**src/rtl/qracc_sram_sequencer_if.sv**
```systemverilog
// Request/response handshake between the weight-loading controller and the column-bank
// SRAM sequencer.
interface qracc_sram_sequencer_if #(
    parameter int unsigned numRows = 128,
    parameter int unsigned numCols = 32
) ();
    localparam int unsigned AddrW = (numRows > 1) ? $clog2(numRows) : 1;

    logic               rq_valid_i;
    logic               rq_wr_i;
    logic [AddrW-1:0]   addr_i;
    logic [numCols-1:0] wr_data_i;
    logic               rq_ready_o;
    logic               rd_valid_o;
    logic [numCols-1:0] rd_data_o;

    modport master (
        output rq_valid_i, rq_wr_i, addr_i, wr_data_i,
        input  rq_ready_o, rd_valid_o, rd_data_o
    );

    modport slave (
        input  rq_valid_i, rq_wr_i, addr_i, wr_data_i,
        output rq_ready_o, rd_valid_o, rd_data_o
    );
endinterface

```
**src/rtl/qracc_sram_sequencer.sv**
```systemverilog
// SRAM access sequencer for one QRAcc column bank: turns single-row read/write requests
// into timed PCH -> WL -> (WRITE | SAEN) pulses and captures SA_OUT as read data.
// All analog-facing outputs are flops so the macro never sees combinational glitches.
module qracc_sram_sequencer #(
    parameter int unsigned numRows      = 128,
    parameter int unsigned numCols      = 32,
    parameter int unsigned PCH_CYCLES   = 1,
    parameter int unsigned WL_CYCLES    = 2,
    parameter int unsigned SENSE_CYCLES = 1
) (
    input  logic                   clk,
    input  logic                   nrst,
    qracc_sram_sequencer_if.slave  bus,
    output logic [numRows-1:0]     WL,
    output logic                   PCH,
    output logic                   WRITE,
    output logic [numCols-1:0]     WR_DATA,
    output logic [numCols-1:0]     CSEL,
    output logic                   SAEN,
    input  logic [numCols-1:0]     SA_OUT
);
    localparam int unsigned AddrW = (numRows > 1) ? $clog2(numRows) : 1;
    localparam int unsigned CntW  = 16;

    typedef enum logic [1:0] {S_IDLE, S_PCH, S_WL, S_SENSE} state_e;

    state_e             state_q, state_d;
    logic [CntW-1:0]    cnt_q, cnt_d;
    logic [AddrW-1:0]   addr_q, addr_d;
    logic               wr_q, wr_d;
    logic [numCols-1:0] data_q, data_d;
    logic [numCols-1:0] rd_data_q, rd_data_d;
    logic               rd_valid_q, rd_valid_d;
    logic               ready_q, ready_d;
    logic [numRows-1:0] wl_q, wl_d;
    logic               pch_q, pch_d;
    logic               write_q, write_d;
    logic [numCols-1:0] wr_data_q, wr_data_d;
    logic [numCols-1:0] csel_q, csel_d;
    logic               saen_q, saen_d;
    logic               addr_in_range;

    // Rows beyond numRows exist in the address space when numRows is not a power of two.
    assign addr_in_range = (32'(addr_q) < numRows);

    // Next-state: phase sequencing with a down-counter loaded with length-1 on entry.
    always_comb begin
        state_d    = state_q;
        cnt_d      = cnt_q;
        addr_d     = addr_q;
        wr_d       = wr_q;
        data_d     = data_q;
        rd_data_d  = rd_data_q;
        rd_valid_d = 1'b0;
        unique case (state_q)
            S_IDLE: begin
                if (bus.rq_valid_i && ready_q) begin
                    addr_d  = bus.addr_i;
                    wr_d    = bus.rq_wr_i;
                    data_d  = bus.wr_data_i;
                    cnt_d   = CntW'(PCH_CYCLES - 1);
                    state_d = S_PCH;
                end
            end
            S_PCH: begin
                if (cnt_q == '0) begin
                    cnt_d   = CntW'(WL_CYCLES - 1);
                    state_d = S_WL;
                end else begin
                    cnt_d = cnt_q - 1'b1;
                end
            end
            S_WL: begin
                if (cnt_q == '0) begin
                    if (wr_q) begin
                        state_d = S_IDLE;
                    end else begin
                        cnt_d   = CntW'(SENSE_CYCLES - 1);
                        state_d = S_SENSE;
                    end
                end else begin
                    cnt_d = cnt_q - 1'b1;
                end
            end
            S_SENSE: begin
                if (cnt_q == '0) begin
                    rd_data_d  = addr_in_range ? SA_OUT : '0;
                    rd_valid_d = 1'b1;
                    state_d    = S_IDLE;
                end else begin
                    cnt_d = cnt_q - 1'b1;
                end
            end
            default: state_d = S_IDLE;
        endcase
    end

    // Output decode from the upcoming state and latched request; registered below.
    always_comb begin
        ready_d   = (state_d == S_IDLE);
        pch_d     = (state_d == S_PCH);
        saen_d    = (state_d == S_SENSE);
        write_d   = (state_d == S_WL) && wr_d;
        wr_data_d = write_d ? data_d : '0;
        csel_d    = (state_d != S_IDLE) ? '1 : '0;
        wl_d      = '0;
        if (state_d == S_WL) begin
            for (int unsigned r = 0; r < numRows; r++) begin
                if (addr_d == AddrW'(r)) wl_d[r] = 1'b1;
            end
        end
    end

    // Single state/output register bank; reset aborts any pulse immediately.
    always_ff @(posedge clk or negedge nrst) begin
        if (!nrst) begin
            state_q    <= S_IDLE;
            cnt_q      <= '0;
            addr_q     <= '0;
            wr_q       <= 1'b0;
            data_q     <= '0;
            rd_data_q  <= '0;
            rd_valid_q <= 1'b0;
            ready_q    <= 1'b0;
            wl_q       <= '0;
            pch_q      <= 1'b0;
            write_q    <= 1'b0;
            wr_data_q  <= '0;
            csel_q     <= '0;
            saen_q     <= 1'b0;
        end else begin
            state_q    <= state_d;
            cnt_q      <= cnt_d;
            addr_q     <= addr_d;
            wr_q       <= wr_d;
            data_q     <= data_d;
            rd_data_q  <= rd_data_d;
            rd_valid_q <= rd_valid_d;
            ready_q    <= ready_d;
            wl_q       <= wl_d;
            pch_q      <= pch_d;
            write_q    <= write_d;
            wr_data_q  <= wr_data_d;
            csel_q     <= csel_d;
            saen_q     <= saen_d;
        end
    end

    assign bus.rq_ready_o = ready_q;
    assign bus.rd_valid_o = rd_valid_q;
    assign bus.rd_data_o  = rd_data_q;
    assign WL             = wl_q;
    assign PCH            = pch_q;
    assign WRITE          = write_q;
    assign WR_DATA        = wr_data_q;
    assign CSEL           = csel_q;
    assign SAEN           = saen_q;
endmodule

```
**src/flat_wrapper.sv**
```systemverilog
// flat-port wrapper written by rule: the top's interface ports become plain ports
module qracc_sram_sequencer_flat 
#(
    parameter int unsigned numRows      = 128,
    parameter int unsigned numCols      = 32,
    parameter int unsigned PCH_CYCLES   = 1,
    parameter int unsigned WL_CYCLES    = 2,
    parameter int unsigned SENSE_CYCLES = 1
)
  (clk, nrst, WL, PCH, WRITE, WR_DATA, CSEL, SAEN, SA_OUT, bus_rq_valid_i, bus_rq_wr_i, bus_addr_i, bus_wr_data_i, bus_rq_ready_o, bus_rd_valid_o, bus_rd_data_o);
  qracc_sram_sequencer_if #(.numRows(numRows), .numCols(numCols)) bus_i ();
  input  logic clk;
  input  logic nrst;
  output logic [numRows-1:0] WL;
  output logic PCH;
  output logic WRITE;
  output logic [numCols-1:0] WR_DATA;
  output logic [numCols-1:0] CSEL;
  output logic SAEN;
  input  logic [numCols-1:0] SA_OUT;
  input wire logic [$bits(bus_i.rq_valid_i)-1:0] bus_rq_valid_i;
  input wire logic [$bits(bus_i.rq_wr_i)-1:0] bus_rq_wr_i;
  input wire logic [$bits(bus_i.addr_i)-1:0] bus_addr_i;
  input wire logic [$bits(bus_i.wr_data_i)-1:0] bus_wr_data_i;
  output wire logic [$bits(bus_i.rq_ready_o)-1:0] bus_rq_ready_o;
  output wire logic [$bits(bus_i.rd_valid_o)-1:0] bus_rd_valid_o;
  output wire logic [$bits(bus_i.rd_data_o)-1:0] bus_rd_data_o;
  assign bus_i.rq_valid_i = bus_rq_valid_i;
  assign bus_i.rq_wr_i = bus_rq_wr_i;
  assign bus_i.addr_i = bus_addr_i;
  assign bus_i.wr_data_i = bus_wr_data_i;
  assign bus_rq_ready_o = bus_i.rq_ready_o;
  assign bus_rd_valid_o = bus_i.rd_valid_o;
  assign bus_rd_data_o = bus_i.rd_data_o;
  qracc_sram_sequencer #(.numRows(numRows), .numCols(numCols), .PCH_CYCLES(PCH_CYCLES), .WL_CYCLES(WL_CYCLES), .SENSE_CYCLES(SENSE_CYCLES)) u_core (.clk(clk), .nrst(nrst), .bus(bus_i), .WL(WL), .PCH(PCH), .WRITE(WRITE), .WR_DATA(WR_DATA), .CSEL(CSEL), .SAEN(SAEN), .SA_OUT(SA_OUT));
endmodule
```
**config.mk**
```make
export PLATFORM = sky130hd
export DESIGN_NAME = qracc_sram_sequencer_flat
export DESIGN_NICKNAME = d
export VERILOG_FILES = /design/src/rtl/qracc_sram_sequencer_if.sv /design/src/rtl/qracc_sram_sequencer.sv /design/src/flat_wrapper.sv
export SDC_FILE = /design/constraint.sdc
export NUM_CORES = 1
export LEC_CHECK = 0
export BUFFER_PORTS_ARGS = -buffer_cell sky130_fd_sc_hd__buf_2
export CELL_PAD_IN_SITES_DETAIL_PLACEMENT = 0
export CELL_PAD_IN_SITES_GLOBAL_PLACEMENT = 1
export CORE_MARGIN = 2
export CORE_UTILIZATION = 45
export CTS_BUF_LIST = sky130_fd_sc_hd__clkbuf_2
export DETAILED_ROUTE_END_ITERATION = 8
export HOLD_SLACK_MARGIN = 0.12
export PLACE_DENSITY = 0.89
export SYNTH_ARGS = -nofsm -noshare
export SYNTH_HDL_FRONTEND = slang
export SYNTH_SLANG_ARGS = --single-unit
```
**constraint.sdc**
```tcl
create_clock -name clk -period 5.5 [get_ports clk]
set_input_delay 1.375 -clock clk [delete_from_list [all_inputs] [get_ports clk]]
set_output_delay 1.375 -clock clk [all_outputs]
set_load 0.03 [all_outputs]
```
==> results.sh <==
export IMPL_grt_max_degree=162
export IMPL_top_layer="met5"
export IMPL_route_detailed_drc=0
export IMPL_synth_avg_cell_area_um2=12.6
export IMPL_outcome="complete, no violations"
export IMPL_drtIter0Drc=340
export IMPL_core_um2=21200
export IMPL_critPathMaxFanout=32
export IMPL_crit_family="flip-flops"
export IMPL_cts_hold_buf=0
export IMPL_clk_latency_ns=0.89
export IMPL_dpl_worst_slack_ns=1.89
export IMPL_hold_start="u_core.bus.rd_data_o[30]$_DFFE_PN0P_"
export IMPL_drive_above_1_share_pct=41.4
export IMPL_num_vias=7012
export IMPL_final_core_utilization_pct=56.1
export IMPL_track_usage_pct=20.4
export IMPL_cp_required_ns=4.12
export IMPL_grt_pass1_wl_um=36600
export IMPL_p_leak_uw=0.00629
export IMPL_ir_drop_v=0.000262
export IMPL_wl_met3_um=2070
export IMPL_powerDensity_nw_per_um2=429
export IMPL_whs_ns=0.488
export IMPL_h_tree_depth=2
export IMPL_clockPowerShare_pct=24.4
export IMPL_synth_cell_types=48
export IMPL_r2r_end="u_core.bus.rd_data_o[16]$_DFFE_PN0P_"
export IMPL_synth_top_area_share_pct=65.4
export IMPL_min_to="u_core.bus.rd_data_o[30]$_DFFE_PN0P_"
export IMPL_min_period_over_period_pct=58.6
export IMPL_r2r_start="u_core.cnt_q[1]$_DFFE_PN0P_"
export IMPL_setup_ws_ns=2.28
export IMPL_fin_crit_ns=3.22
export IMPL_critPathArrivalTime_ns=1.85
export IMPL_synth_commonest_cells="dfrtp_1, nor3_1, buf_4, nand2_1, nand3_1"
export IMPL_postCtsSetupRepairBufs=0
export IMPL_power_switching_uw=2010
export IMPL_setup_viol=0
export IMPL_slowest_stage="dfrtp_1"
export IMPL_synthTopCellsByArea="dfrtp_1, nor3_1, mux2_1, mux2_2, buf_4"
export IMPL_ys_ff_latch=256
export IMPL_grt_antenna_before_repair=5
export IMPL_hold_viol_final=0
export IMPL_fmax_mhz=311
export IMPL_gr_total_overflow=0
export IMPL_wl_met2_um=11500
export IMPL_synth_fp_nets=850
export IMPL_area_growth_synth_to_final_pct=21.6
export IMPL_clockRootBuffer="clkbuf_2"
export IMPL_die_w_um=152
export IMPL_yosysSeqAreaShare_pct=65.4
export IMPL_p_sw_share_pct=39.4
export IMPL_crit_chain="buf_2"
export IMPL_cts_tree="done"
export IMPL_netlist_area_um2=9790
export IMPL_yosys_warnings=0
export IMPL_io_pin_count=304
export IMPL_cts_buffer_depth=3
export IMPL_final_setup_skew_ns=0.0776
export IMPL_async_reset_ff_share_pct=100
export IMPL_ant_nets=0
export IMPL_relSlewSlack_pct=31.3
export IMPL_fp_dieArea_um2=23000
export IMPL_via_per_inst=5.04
export IMPL_yosysTopAreaCell="dfrtp_1"
export IMPL_dp_hpwl_um=15400
export IMPL_wl_met1_um=9420
export IMPL_post_cts_resize_count=0
export IMPL_routed_wl_um=23600
export IMPL_netlist_instances=774
export IMPL_io_buffers=303
export IMPL_min_path_cells=1
export IMPL_slew_viol_final=0
export IMPL_tightest_slew_ns=1.03
export IMPL_cts_buffers_inserted=61
export IMPL_r2r_slack_ns=2.30
export IMPL_wl_per_cell_um=16.9
export IMPL_end_kind="primary output"
export IMPL_grt_pass1_vias=6953
export IMPL_dr_pass1_iters=4
export IMPL_clock_sinks=256
export IMPL_synth_edf_count=0
export IMPL_gp_congestion=0.770
export IMPL_cap_viol_max_count=0
export IMPL_crit_buf_inv=1
export IMPL_pwr_share_seq_pct=45.2
export IMPL_min_delay_path_class="flip-flop to flip-flop"
export IMPL_path_class="flip-flop to primary output"
export IMPL_p_int_uw=3090
export IMPL_reg2reg_depth=6
export IMPL_rsz0062_at_grt="false"
export IMPL_rows=53
export IMPL_start_util_pct=46.1
export IMPL_synth_ff_type="dfrtp_1"
export IMPL_synth_most_common_cell="dfrtp_1"
export IMPL_critPathLaunchType="flip-flop"
export IMPL_tns_ns=0
export IMPL_dieHeight_um=152
export IMPL_max_stage_delay_ns=0.72
export IMPL_pwr_share_comb_pct=30.5
export IMPL_nNetsFinal=1138
export IMPL_clk_pin_slew_ns=0.08
## metrics by stage
stage / std cells / total power, uW / cell area, um2
3_5_place_dp: 1274 / 3910 / 11300
3_3_place_gp: 1274 / 3860 / 11300
5_1_grt: 1389 / 5450 / 11900
6_report: 1391 / 5100 / 11900
2_1_floorplan: 774 / 3570 / 9790
4_1_cts: 1387 / 5170 / 11900
## sequential cells by signal, summed over array words and instances (netlist names), 2 cells and up
register,cells
u_core.WL,128
u_core.WR_DATA,32
u_core.addr_q,7
u_core.bus.rd_data_o,32
u_core.cnt_q,16
u_core.data_q,32
u_core.state_q,2
## how the worst max path moves through the flow
stage	startpoint	slack, ns	depth (start not counted)	end
5_1_grt	u_core.CSEL[30]$_DFF_PN0_	2.03	1	CSEL[27]
4_1_cts	u_core.CSEL[30]$_DFF_PN0_	2.17	1	CSEL[3]
6_report	u_core.CSEL[30]$_DFF_PN0_	2.28	1	CSEL[3]
2_1_floorplan	bus_rq_valid_i	2.62	6	u_core.WL[32]$_DFF_PN0_
3_3_place_gp	bus_rq_valid_i	1.97	5	u_core.WL[26]$_DFF_PN0_
3_5_place_dp	bus_rq_valid_i	1.89	5	u_core.WL[23]$_DFF_PN0_
## cell usage in the layout, fill, tap and decap left out, types with 2 or more instances in the layout
cell,netlist,routed
clkbuf_2,0,91
or3_2,2,2
clkinv_2,0,2
diode_2,0,4
a2111oi_0,2,2
nand3_1,36,36
nand2_1,40,40
dfrtp_1,256,256
buf_4,40,7
clkinv_1,0,17
inv_1,6,6
a31oi_4,0,4
mux2i_2,5,4
nand2b_1,10,10
or4_1,4,4
nor4_1,2,2
nor4_2,2,2
nor2_1,19,19
a21oi_1,11,11
and3_1,2,2
a211oi_1,5,5
mux2_2,33,33
nor3b_1,2,2
nor2b_1,3,3
o21ai_0,17,17
nor3_1,129,129
mux2i_1,13,13
buf_2,12,302
mux2_1,33,33
and3b_1,32,32
## power groups by stage
stage | clock network (uW) | registers [uW] | logic (uW)
global route | 1390 | 2350 | 1710
finish | 1240 | 2300 | 1550
floorplan | 0 | 2370 | 1200
detailed placement | 0 | 2340 | 1570
CTS | 1290 | 2310 | 1570
global placement | 0 | 2320 | 1540
## final cells by class
| type | instances | area, um2 |
|---|---|---|
| inverters | 7 | 26.3 |
| clock buffers | 91 | 455 |
| repair buffers | 311 | 1600 |
| diodes | 4 | 10.0 |
| flip-flops and latches | 256 | 6410 |
| clock inverters | 22 | 124 |
| well taps | 275 | 344 |
| multi-input cells | 425 | 2940 |
| fillers | 1840 | 9320 |
## cell families after synthesis
family | count (synthesis) | share of synthesized area (%)
AND/OR/NAND/NOR | 292 | 16.4
flip-flops | 256 | 65.4
buffers and inverters | 93 | 5.30
multiplexers | 84 | 9.62
AO/OA/AOI/OAI | 48 | 3.07
adder cells (fa/ha/maj) | 1 | 0.128
## routing by layer
| layer | up-vias | global-route usage, % |
|---|---|---|
| li1 | 3298 | - |
| met1 | 3398 | 25.2 |
| met2 | 270 | 33.6 |
| met3 | 42 | 6.98 |
| met4 | 4 | 7.22 |
| met5 | - | 0 |
Note: power is estimated with default switching activity, not from simulation.
